$ cat config.mk
export PLATFORM = sky130hd
export DESIGN_NAME = stream_key_match_flat
export DESIGN_NICKNAME = d
export VERILOG_FILES = /design/src/rtl/stream_key_match_pkg.sv /design/src/rtl/stream_key_match_if.sv /design/src/rtl/stream_key_match_cmp.sv /design/src/rtl/stream_key_match.sv /design/src/flat_wrapper.sv
export SDC_FILE = /design/constraint.sdc
export NUM_CORES = 1
export LEC_CHECK = 0
export ABC_AREA = 1
export CAP_MARGIN = 40
export CORE_ASPECT_RATIO = 1.25
export CORE_MARGIN = 1.5
export CORE_UTILIZATION = 30
export DETAILED_ROUTE_END_ITERATION = 8
export DONT_BUFFER_PORTS = 1
export GPL_TIMING_DRIVEN = 0
export SLEW_MARGIN = 20
export SYNTH_ARGS = -nofsm -noshare
export SYNTH_HDL_FRONTEND = slang
export SYNTH_SLANG_ARGS = --single-unit
$ cat constraint.sdc
create_clock -name clk_i -period 2.6 [get_ports clk_i]
set_input_delay 0.26 -clock clk_i [delete_from_list [all_inputs] [get_ports clk_i]]
set_output_delay 0.26 -clock clk_i [all_outputs]
set_load 0.02 [all_outputs]
$ cat src/rtl/stream_key_match_pkg.sv
// lau_pkg: shared FSM state encoding for the stream key matcher
package lau_pkg;
  typedef enum logic [1:0] {IDLE, RUN, DONE} state_t;
endpackage

$ cat src/rtl/stream_key_match_if.sv
// stream_key_match_if: job control, data stream and result bundle
interface stream_key_match_if #(parameter int width = 8, parameter int lenw = 8);
  logic             Start;
  logic [width-1:0] Key;
  logic [lenw-1:0]  Len;
  logic             InValid;
  logic [width-1:0] InData;
  logic             InReady;
  logic             Busy;
  logic             Done;
  logic             Found;
  logic [lenw-1:0]  FirstIdx;
  logic [lenw-1:0]  MatchCnt;
  modport master (output Start, Key, Len, InValid, InData,
                  input  InReady, Busy, Done, Found, FirstIdx, MatchCnt);
  modport slave  (input  Start, Key, Len, InValid, InData,
                  output InReady, Busy, Done, Found, FirstIdx, MatchCnt);
endinterface

$ cat src/rtl/stream_key_match_cmp.sv
// CmpEQ: full-width equality of two words
module CmpEQ #(parameter int width = 8) (
  input  logic [width-1:0] i_a,
  input  logic [width-1:0] i_b,
  output logic             o_eq
);
  assign o_eq = i_a == i_b;
endmodule

$ cat src/rtl/stream_key_match.sv
// stream_key_match: counts stream words equal to a latched key over a fixed-length job
module stream_key_match
  import lau_pkg::*;
#(
  parameter int width = 8,
  parameter int lenw  = 8
) (
  input  logic clk_i,
  input  logic rst_ni,
  stream_key_match_if.slave bus
);
  state_t           r_state;
  logic [width-1:0] r_key;
  logic [lenw-1:0]  r_len;
  logic [lenw-1:0]  r_idx;
  logic [lenw-1:0]  r_first;
  logic [lenw-1:0]  r_cnt;
  logic             r_found;
  logic             w_eq;

  CmpEQ #(.width(width)) u_cmp (.i_a(bus.InData), .i_b(r_key), .o_eq(w_eq));

  always_ff @(posedge clk_i or negedge rst_ni)
    if (!rst_ni) begin
      r_state <= IDLE;
      r_key   <= '0;
      r_len   <= '0;
      r_idx   <= '0;
      r_first <= '0;
      r_cnt   <= '0;
      r_found <= 1'b0;
    end else
      case (r_state)
        IDLE: if (bus.Start) begin
          r_key   <= bus.Key;
          r_len   <= bus.Len;
          r_idx   <= '0;
          r_first <= '0;
          r_cnt   <= '0;
          r_found <= 1'b0;
          r_state <= bus.Len != '0 ? RUN : DONE;
        end
        RUN: if (bus.InValid) begin
          r_idx <= r_idx + lenw'(1);
          if (w_eq) begin
            r_cnt <= r_cnt + lenw'(1);
            if (!r_found) begin
              r_found <= 1'b1;
              r_first <= r_idx;
            end
          end
          if (r_idx == r_len - lenw'(1)) r_state <= DONE;
        end
        DONE: r_state <= IDLE;
        default: r_state <= IDLE;
      endcase

  // handshake flags decode only from the state register, never from InValid
  assign bus.InReady  = r_state == RUN;
  assign bus.Busy     = r_state != IDLE;
  assign bus.Done     = r_state == DONE;
  assign bus.Found    = r_found;
  assign bus.FirstIdx = r_first;
  assign bus.MatchCnt = r_cnt;
endmodule

$ cat src/flat_wrapper.sv
// flat-port wrapper written by rule: the top's interface ports become plain ports
module stream_key_match_flat import lau_pkg::*;
#(
  parameter int width = 8,
  parameter int lenw  = 8
)
  (clk_i, rst_ni, bus_Start, bus_Key, bus_Len, bus_InValid, bus_InData, bus_InReady, bus_Busy, bus_Done, bus_Found, bus_FirstIdx, bus_MatchCnt);
  stream_key_match_if #(.width(width), .lenw(lenw)) bus_i ();
  input  logic clk_i;
  input  logic rst_ni;
  input wire logic [$bits(bus_i.Start)-1:0] bus_Start;
  input wire logic [$bits(bus_i.Key)-1:0] bus_Key;
  input wire logic [$bits(bus_i.Len)-1:0] bus_Len;
  input wire logic [$bits(bus_i.InValid)-1:0] bus_InValid;
  input wire logic [$bits(bus_i.InData)-1:0] bus_InData;
  output wire logic [$bits(bus_i.InReady)-1:0] bus_InReady;
  output wire logic [$bits(bus_i.Busy)-1:0] bus_Busy;
  output wire logic [$bits(bus_i.Done)-1:0] bus_Done;
  output wire logic [$bits(bus_i.Found)-1:0] bus_Found;
  output wire logic [$bits(bus_i.FirstIdx)-1:0] bus_FirstIdx;
  output wire logic [$bits(bus_i.MatchCnt)-1:0] bus_MatchCnt;
  assign bus_i.Start = bus_Start;
  assign bus_i.Key = bus_Key;
  assign bus_i.Len = bus_Len;
  assign bus_i.InValid = bus_InValid;
  assign bus_i.InData = bus_InData;
  assign bus_InReady = bus_i.InReady;
  assign bus_Busy = bus_i.Busy;
  assign bus_Done = bus_i.Done;
  assign bus_Found = bus_i.Found;
  assign bus_FirstIdx = bus_i.FirstIdx;
  assign bus_MatchCnt = bus_i.MatchCnt;
  stream_key_match #(.width(width), .lenw(lenw)) u_core (.clk_i(clk_i), .rst_ni(rst_ni), .bus(bus_i));
endmodule
==> results of run 1 <==
[cell families after synthesis]
group	after synthesis
buffers and inverters	48
AOI/OAI and AO/OA	29
DFF	43
xor gates and xnor gates	16
adders and majority gates	3
and+or+nand+nor	183
[power groups by stage]
stage | Clock [mW] | Combinational (mW) | Sequential [mW]
finish | 0.547 | 1.04 | 0.985
global route | 0.603 | 1.21 | 1.01
CTS | 0.565 | 1.06 | 0.985
detailed placement | 0 | 1.03 | 0.998
global placement | 0 | 1.01 | 0.990
floorplan | 0 | 0.837 | 0.959
[registers in the layout (all words and copies together) (netlist names)]
name,count
u_core.bus.MatchCnt,8
u_core.r_key,8
u_core.bus.FirstIdx,8
u_core.r_len,8
u_core.r_idx,8
u_core.bus.Found,1
u_core.r_state,2
[layer usage]
layer  global-route usage  vias to the layer above  routed length (um)
met5                    0                        -                   0
met4              0.03462                        0                  55
met3              0.04248                        6                 265
met2               0.2120                       38                2614
met1               0.1774                      911                2384
li1                     -                     1015                   -
[timing repair]
item,CTS,global route
buffers inserted,0,0
hold endpoints to repair,43,0
resized for setup,0,0
hold buffers,2,0
setup endpoints to repair,0,0
[through the flow]
step	setup WS, ns	cells	power [mW]	hold slack, ns
floorplan	0.9584	322	1.796	-0.03559
global placement	0.7571	417	1.999	-0.03368
detailed placement	0.7314	417	2.031	-0.03417
CTS	0.7220	427	2.609	0.06164
global route	0.5474	427	2.828	0.05698
finish	0.7399	427	2.571	0.06520
[worst max path at each step]
| stage | startpoint | to | cells after the start | slack [ns] |
|---|---|---|---|---|
| finish | u_core.r_len[0] | u_core.r_state[0] | 13 | 0.74 |
| global placement | u_core.r_len[0] | u_core.r_state[0] | 13 | 0.76 |
| detailed placement | u_core.r_len[0] | u_core.r_state[0] | 13 | 0.73 |
| CTS | u_core.r_len[0] | u_core.r_state[0] | 13 | 0.72 |
| floorplan | u_core.r_len[0] | u_core.r_state[0] | 13 | 0.96 |
| global route | u_core.r_len[0] | u_core.r_state[0] | 13 | 0.55 |
[cell type report]
class	count	area share
timing repair buffer	2	0.01415
sequential	43	0.4057
tap	95	0.04481
inverter	45	0.06509
buffer	3	0.004717
clock inverter	2	0.01321
multi-input combinational	231	0.4212
clock buffer	6	0.03113
[cell usage in the layout (no fill, tap or decap), drive strengths merged, types with 3 or more instances in the layout]
cell    count
nor3        6
a21oi       5
nand4       6
inv        44
dfrtp      43
o21ai      23
xnor2       5
xor2       11
nand3      18
ha          3
nor2       31
clkbuf      8
nand2     118
==> metrics, run 1 <==
core region area 0.007747 sq mm; cell row count 36; Logic pwr share 0.404; die area 0.008475 sq mm; Total GRT Usage 0.1341; mapped cell area 0.002379 sq mm; input/output buffers 0; Final Hold Viols 0; CTS sink count 43; Yosys top cell area share 0.4524; num ports 48; NetSw 1.083 mW; Slowest-stage cell, CP dfrtp_1; syn_nets 353; synthesized area per cell 7.387 sq um; critical path buffer and inverter count 1; chip width 82.64 um; result of the run finished, final reports clean; Bufs on Longest Clock Path 2; Worst setup EP type flop; max_cap viols 0; hold worst-path end u_core.r_key[1]; Iteration-0 DRC Markers 96; Cells after Synth 322; Cell Area, Placed 0.002497 sq mm; Pleak 1.400 nW; CTS tree yes; unrepaired setup endpoints after global routing no; Fill cells 842; worst reg2reg path depth 13; multiplexer share of the synthesized area 0; Yosys Warn Count 0; Cell Chain, Critical Path inv_1 > ha_1 > or2_2 > nand2_1 > nand2_1 > nand2_1 > nand2_1 > nor2_1 > nand3_1 > nand2_1 > nand2_1 > nand2_1 > nand2_1; hold path depth 2; router iterations before antenna repair 4; reg2reg end u_core.r_state[0]; biggest area consumer among synthesized cells dfrtp_1; Final Critical Period 1.860 ns; min-delay src bus_Key[1]; Layout Cell Area excl Fill 0.002653 sq mm; most used cell along the critical path nand2_1; most frequent cell after synthesis nand2_1; setup slack, reg-to-reg 0.74 ns; # DRC 0; CP required 2.79 ns; Cell Int Power 1.488 mW; Compound-Gate Fraction of Synth Area 0.06155; share of cells above drive strength 1 0.07530; crit start category flop; most instantiated cells after synthesis nand2_1 (112), dfrtp_1 (43), inv_1 (41); GP Congestion 0.8029; Initial Util 0.3070; Clock Power Share 0.213; initial antenna violation count 0; clock latency on the worst-skew pair 0.30 ns; Post-Synth Simple-Gate Area 0.3335; Crit path max-delay family simple AND/OR/NAND/NOR gates; sequential fraction of the synthesis area 0.4524; post-synthesis cell type count 28; Rel. slew slack 0.7050; H-tree levels 2; final WL 5.320 mm; Vias per Instance 4.614; final core occ 0.3424; root buf cell clkbuf_8; Worst Skew 0.005311 ns; Register Area 0.001076 sq mm; Synth Area in Adders 0.01578; Routed Antenna Nets 0; per-cell routed wire length 12.46 um; CP max stage delay 0.41 ns; CTS Buf Count 5; Post-synth ARST share 1.000; Setup violations, final 0; max-slew violations 0; first-pass GRT wire length 8.645 mm; Die Ht 102.6 um; largest cells by area after synthesis dfrtp_1 (45%), nand2_1 (18%), inv_1 (6.5%), nor2_1 (4.7%), o21ai_0 (4.6%); pwr/cell area 969.1 mW/mm^2; P&R area growth vs syn 11.52%; #FFs+latches synth 43; CP max FO 5; worst vdd ir 0.0003500 V; multi-input logic area 0.001117 sq mm; Seq pwr share 0.383; Final nets 362; combinational family with the most area after synthesis simple AND/OR/NAND/NOR gates; TNS Setup 0 ns; CP arrival 2.05 ns; clk slew on worst S/H paths 0.08 ns; Vias 1970; CP Class flop to flop; Max Fclk 0.5376 GHz; hpwl dp 4.018 mm; EDFF count, synth 0; largest net degree at the start of global routing 44; xor-xnor portion of the synthesized cell area 0.05892; Main synth FF type dfrtp_1; reg2reg start u_core.r_len[0]; Sw Share 0.4213; number of global-route vias before repair 1810; GRT overflow 0; actual slew at the worst max-slew pin 0.4426 ns; n_diodes 0; fin crit share 0.7154; Hold WC Path Type input port to flop
Power figures use the tool's default switching activity.
==> run 2, diff against run 1 <==
--- a/config.mk
+++ b/config.mk
@@ -5,7 +5,7 @@
 export SDC_FILE = /design/constraint.sdc
 export NUM_CORES = 1
 export LEC_CHECK = 0
-export ABC_AREA = 1
+export ABC_AREA = 0
 export CAP_MARGIN = 40
 export CORE_ASPECT_RATIO = 1.25
 export CORE_MARGIN = 1.5
==> constraint.sdc (replaced) <==
create_clock -name clk_i -period 1.9 [get_ports clk_i]
set_input_delay 0.19 -clock clk_i [delete_from_list [all_inputs] [get_ports clk_i]]
set_output_delay 0.19 -clock clk_i [all_outputs]
set_load 0.02 [all_outputs]
==> run 2 against run 1 <==
Against the previous run:
- the flow now finishes with violations (negative setup slack)
- flip-flop and latch count stayed put
- count of clock-buffer cells in the layout unchanged
- maximum frequency down 6.6%
- clock skew is 0.0011 ns higher
- global-route usage decreased by 0.50 points
- critical path depth down 7
- synthesized area is 9.7% lower
- clock power increased by 34%
- critical path type unchanged
- highest routed layer unchanged
==> metrics, run 2 <==
Main synth FF type dfrtp_1; NetSw 1.136 mW; actual slew at the worst max-slew pin 0.4673 ns; Slowest-stage cell, CP or4_4; biggest area consumer among synthesized cells dfrtp_1; Final Critical Period 1.991 ns; Cell Area, Placed 0.002266 sq mm; pwr/cell area 1298 mW/mm^2; CP arrival 2.16 ns; Finished Layout Cells 307; initial antenna violation count 0; setup slack, reg-to-reg -0.09 ns; failing checks negative setup slack; reg2reg end u_core.r_state[0]; CP max stage delay 0.55 ns; crit start category flop; min-delay src bus_Len[0]; Bufs on Longest Clock Path 2; hold worst-path end u_core.r_len[0]; largest net degree at the start of global routing 44; Clock Power Share 0.220; metal3 WL 240 um; Initial Util 0.3096; max_cap viols 0; post-synthesis cell type count 40; Yosys Warn Count 0; sequential fraction of the synthesis area 0.5012; worst vdd ir 0.0006002 V; Sw Share 0.3406; Crit path max-delay family compound AO/OA/AOI/OAI gates; # DRC 0; first-pass GRT wire length 7.728 mm; commonest non-fill, non-tap cell in the layout dfrtp_1; clock latency on the worst-skew pair 0.29 ns; max-slew violations 0; per-cell routed wire length 14.88 um; EDFF count, synth 0; Hold WC Path Type input port to flop; CP Class flop to flop; #FFs+latches synth 43; Cells after Synth 198; P&R area growth vs syn 19.70%; Logic pwr share 0.329; wl on met1 1.991 mm; CP required 2.07 ns; share of cells above drive strength 1 0.2166; DR top layer met4; GRT overflow 0; final setup margin -0.09141 ns; Vias per Instance 4.954; input/output buffers 0; worst reg2reg path depth 6; Yosys top cell area share 0.5012; hpwl dp 3.293 mm; Routed Antenna Nets 0; CTS sink count 43; CTS Buf Count 5; num ports 48; most frequent cell after synthesis dfrtp_1; H-tree levels 2; Final Hold Viols 0; CTS tree yes; largest cells by area after synthesis dfrtp_1 (50%), mux2_2 (7.3%), xor2_1 (5.7%), xnor2_1 (4.1%), o21ai_0 (4.0%); root buf cell clkbuf_8; Cell Int Power 2.199 mW; core region area 0.006934 sq mm; reg2reg start u_core.r_len[1]; number of global-route vias before repair 1524; met2 routed WL 2.267 mm; n_diodes 0; Post-synth ARST share 1.000; mapped cell area 0.002147 sq mm; Worst setup EP type flop; chip width 78.67 um; hold path depth 2; Pleak 1.070 nW; final WL 4.568 mm; Iteration-0 DRC Markers 98; Cell Chain, Critical Path buf_6 > or4_4 > nor2_4 > a21bo_1 > a311oi_4 > o21ai_1; Final nets 247; CP max FO 2; router iterations before antenna repair 4; most instantiated cells after synthesis dfrtp_1 (43), o21ai_0 (17), mux2_2 (14), xor2_1 (14); GP Congestion 0.7537; Final Power 3.335 mW; Rel. slew slack 0.6861; cell row count 34; die area 0.007677 sq mm; syn_nets 229; synthesized area per cell 10.84 sq um; Seq pwr share 0.451; Worst Skew 0.006395 ns; result of the run complete, but fails checks; most frequent cells in the layout dfrtp_1 (43), o21ai_0 (16), xor2_1 (14), mux2_2 (14), nand2_1 (12); final hold slack 0.01426 ns; Vias 1521; Layout Cell Area excl Fill 0.002570 sq mm; clk slew on worst S/H paths 0.08 ns; Die Ht 97.59 um; critical path buffer and inverter count 1; Total GRT Usage 0.1291; Placed Instances 288; fin crit share 1.048; Max Fclk 0.5022 GHz; Setup violations, final 2; unrepaired setup endpoints after global routing yes
[run 2: cell types whose count changed in the layout (fill, tap and decap cells not counted), sizes merged, moves of 4 or more]
cell / delta
inv: -37
a22o: +9
nand2: -106
o31ai: +5
nor2: -17
buf: +8
xnor2: +5
clkbuf: +4
o21ai: -6
nand3: -14
mux2: +14
[run 2: layer usage]
metal	global-route usage	vias up
li1	-	752
met1	0.1654	736
met2	0.2109	28
met3	0.03286	5
met4	0.04121	0
met5	0	-
[run 2: logic make-up after synthesis]
logic type,Yosys count,share of synthesized area
adder cells (fa/ha/maj),3,0.01748
flip-flops,43,0.5012
buffers and inverters,13,0.02797
XOR/XNOR,24,0.09790
multiplexers,14,0.07343
AND/OR/NAND/NOR,57,0.1445
AO/OA/AOI/OAI,44,0.1375
[run 2: worst max path at each step]
stage	cells after the start	end	startpoint	slack [ns]
after floorplan	7	u_core.r_state[0]	u_core.r_len[0]	0.03
after global placement	5	u_core.bus.FirstIdx[5]	u_core.r_state[0]	-0.30
after global routing	6	u_core.r_state[0]	u_core.r_len[1]	-0.19
final	6	u_core.r_state[0]	u_core.r_len[1]	-0.09
after CTS	6	u_core.r_state[0]	u_core.r_len[0]	-0.10
after detailed placement	5	u_core.bus.FirstIdx[5]	u_core.r_state[1]	-0.27
[run 2: area by class of cell]
| class | instances | area (sq um) |
|---|---|---|
| Clock inverter | 2 | 35.03 |
| Timing Repair Buffer | 11 | 112.6 |
| Buffer | 6 | 36.28 |
| Inverter | 7 | 26.28 |
| Tap cell | 90 | 112.6 |
| Clock buffer | 6 | 82.58 |
| Sequential cell | 43 | 1076 |
| Multi-Input combinational cell | 142 | 1089 |
| Fill cell | 659 | 4364 |
[run 2: power groups by stage]
stage	Clock [mW]	Sequential (mW)	Combinational (mW)
after global placement	0	1.50	0.841
after floorplan	0	1.44	0.747
after detailed placement	0	1.51	0.861
after CTS	0.756	1.50	1.08
final	0.734	1.50	1.10
after global routing	0.798	1.56	1.23
[run 2: what timing repair did]
item,CTS,global route
hold endpoints to repair,43,0
hold buffers,2,0
pin swaps,10,5
setup buffers,9,0
endpoints found under the setup margin,31,10
gates resized for setup,15,3
[run 2: metrics by stage]
step | setup TNS, ns | utilization | worst slack, ns
floorplan | 0 | - | 0.03465
global placement | -4.386 | 0.3268 | -0.3021
detailed placement | -3.703 | 0.3268 | -0.2742
CTS | -0.1861 | 0.3685 | -0.1038
global route | -0.8360 | 0.3706 | -0.1875
finish | -0.1692 | 0.3706 | -0.09141
==> run 3, diff against run 2 <==
--- a/config.mk
+++ b/config.mk
@@ -13,6 +13,7 @@
 export DETAILED_ROUTE_END_ITERATION = 8
 export DONT_BUFFER_PORTS = 1
 export GPL_TIMING_DRIVEN = 0
+export SETUP_SLACK_MARGIN = 0.02
 export SLEW_MARGIN = 20
 export SYNTH_ARGS = -nofsm -noshare
 export SYNTH_HDL_FRONTEND = slang
==> run 3 against run 2 <==
Against the previous run:
- the run still ends with negative setup slack left
- combinational power hardly changed
- cell area increased by 0.49%
- hold slack lost 0.00099 ns
- register-to-register slack about the same
- total power increased by 0.74%
- wire length is 0.44% higher
- worst setup slack better by 0.0028 ns
- critical endpoint unchanged
- global-route usage stayed put
- critical path depth is the same
- first-iteration DRC count is the same
==> metrics, run 3 (synthesis gave the netlist of run 2 again) <==
result of the run complete, but fails checks; failing checks negative setup slack; Bufs on Longest Clock Path 2; Seq pwr share 0.448; max-slew violations 0; Die Ht 97.59 um; crit start category flop; multi-input logic area 0.001097 sq mm; commonest non-fill, non-tap cell in the layout dfrtp_1; largest net degree at the start of global routing 44; CP arrival 2.16 ns; actual slew at the worst max-slew pin 0.4725 ns; most frequent cells in the layout dfrtp_1 (43), o21ai_0 (16), xor2_1 (14), mux2_2 (14), nand2_1 (12); hpwl dp 3.293 mm; TNS Setup -0.1659 ns; Setup violations, final 2; first-pass GRT wire length 7.734 mm; num ports 48; max_cap viols 0; Sw Share 0.3423; P&R area growth vs syn 20.28%; Fill cells 666; met2 routed WL 2.257 mm; core region area 0.006934 sq mm; H-tree levels 2; Slowest-stage cell, CP or4_4; die area 0.007677 sq mm; worst vdd ir 0.0006080 V; share of cells above drive strength 1 0.2350; Total GRT Usage 0.1291; Worst setup EP type flop; Max Fclk 0.5029 GHz; Hold WC Path Type input port to flop; Cell Area, Placed 0.002266 sq mm; CP required 2.07 ns; Register Area 0.001076 sq mm; Initial Util 0.3096; CTS tree yes; initial antenna violation count 0; Final Hold Viols 0; NetSw 1.150 mW; Vias per Instance 4.977; n_diodes 0; number of global-route vias before repair 1534; Crit path max-delay family compound AO/OA/AOI/OAI gates; CTS sink count 43; Routed Antenna Nets 0; pwr/cell area 1301 mW/mm^2; final WL 4.588 mm; Final Critical Period 1.989 ns; Cell Chain, Critical Path buf_6 > or4_4 > nor2_4 > a21bo_1 > a311oi_4 > o21ai_1; CP max FO 2; CTS Buf Count 5; Layout Cell Area excl Fill 0.002582 sq mm; CP Class flop to flop; unrepaired setup endpoints after global routing yes; Pleak 1.075 nW; critical path buffer and inverter count 1; metal3 WL 249 um; cell row count 34; DR top layer met4; final hold slack 0.01327 ns; Iteration-0 DRC Markers 98; router iterations before antenna repair 4; Worst Skew 0.006999 ns; Final Power 3.359 mW; fin crit share 1.047; GRT overflow 0; Vias 1528; final setup margin -0.08863 ns; root buf cell clkbuf_8; Rel. slew slack 0.6844; Clock Power Share 0.219; wl on met1 1.987 mm; clock latency on the worst-skew pair 0.29 ns; # DRC 0; Cell Int Power 2.209 mW; Final nets 247; chip width 78.67 um; input/output buffers 0; CP max stage delay 0.55 ns; clk slew on worst S/H paths 0.08 ns; GP Congestion 0.7537; Logic pwr share 0.333; per-cell routed wire length 14.94 um
==> run 3: changes by cell type in the layout (fill, tap and decap cells not counted), sizes merged <==
cell    change
clkbuf      -1
buf         +1
==> run 3: final timing paths <==
check,start,to,slack [ns],cells past startpoint
min in group asynchronous,rst_ni,u_core.bus.MatchCnt[2],0.41,2
hold reg to reg,u_core.r_key[5],u_core.r_key[5],0.53,1
max in group asynchronous,rst_ni,u_core.r_len[4],1.29,2
setup / recovery,u_core.r_len[1],u_core.r_state[0],-0.09,6
setup reg to reg,u_core.r_len[1],u_core.r_state[0],-0.09,6
hold / removal,bus_Len[0],u_core.r_len[0],0.01,2
==> run 3: repair_timing <==
item                                   in CTS  in global routing
resized for setup                          16                  5
hold buffers                                2                  0
buffers inserted                            9                  1
endpoints found under the hold margin      43                  0
pin swaps                                  11                  6
setup endpoints to repair                  31                 20
==> run 3: per-stage QoR <==
step                      setup slack [ns]    util  cells
after floorplan                    0.03465       -    198
after global placement             -0.3021  0.3268    288
after detailed placement           -0.2742  0.3268    288
after CTS                          -0.1038  0.3697    307
after global routing               -0.1870  0.3724    307
final                             -0.08863  0.3724    307
==> run 3: layout make-up <==
class,instances,share of cell area
multi-input cells,142,0.4249
flip-flops and latches,43,0.4167
repair buffers,12,0.04651
well taps,90,0.04360
clock buffers,6,0.03198
clock inverters,2,0.01357
plain buffers,5,0.01260
inverters,7,0.01017
==> run 3: power groups by stage <==
| stage | combinational (mW) | sequential [mW] | clock (mW) |
|---|---|---|---|
| finish | 1.12 | 1.50 | 0.736 |
| global route | 1.25 | 1.56 | 0.798 |
| CTS | 1.09 | 1.50 | 0.756 |
| detailed placement | 0.861 | 1.51 | 0 |
| global placement | 0.841 | 1.50 | 0 |
| floorplan | 0.747 | 1.44 | 0 |
==> run 3: worst register-to-register path: cells and delay by family, from the launching register on <==
kind,cells,cell delay [ns]
DFF,1,0.41
buffers and inverters,1,0.12
and+or+nand+nor,2,0.65
AOI/OAI and AO/OA,3,0.69
==> run 3: metal layers <==
| metal | up-vias | global-route usage |
|---|---|---|
| met3 | 7 | 0.03286 |
| li1 | 751 | - |
| met4 | 0 | 0.04121 |
| met5 | - | 0 |
| met2 | 31 | 0.2122 |
| met1 | 739 | 0.1642 |
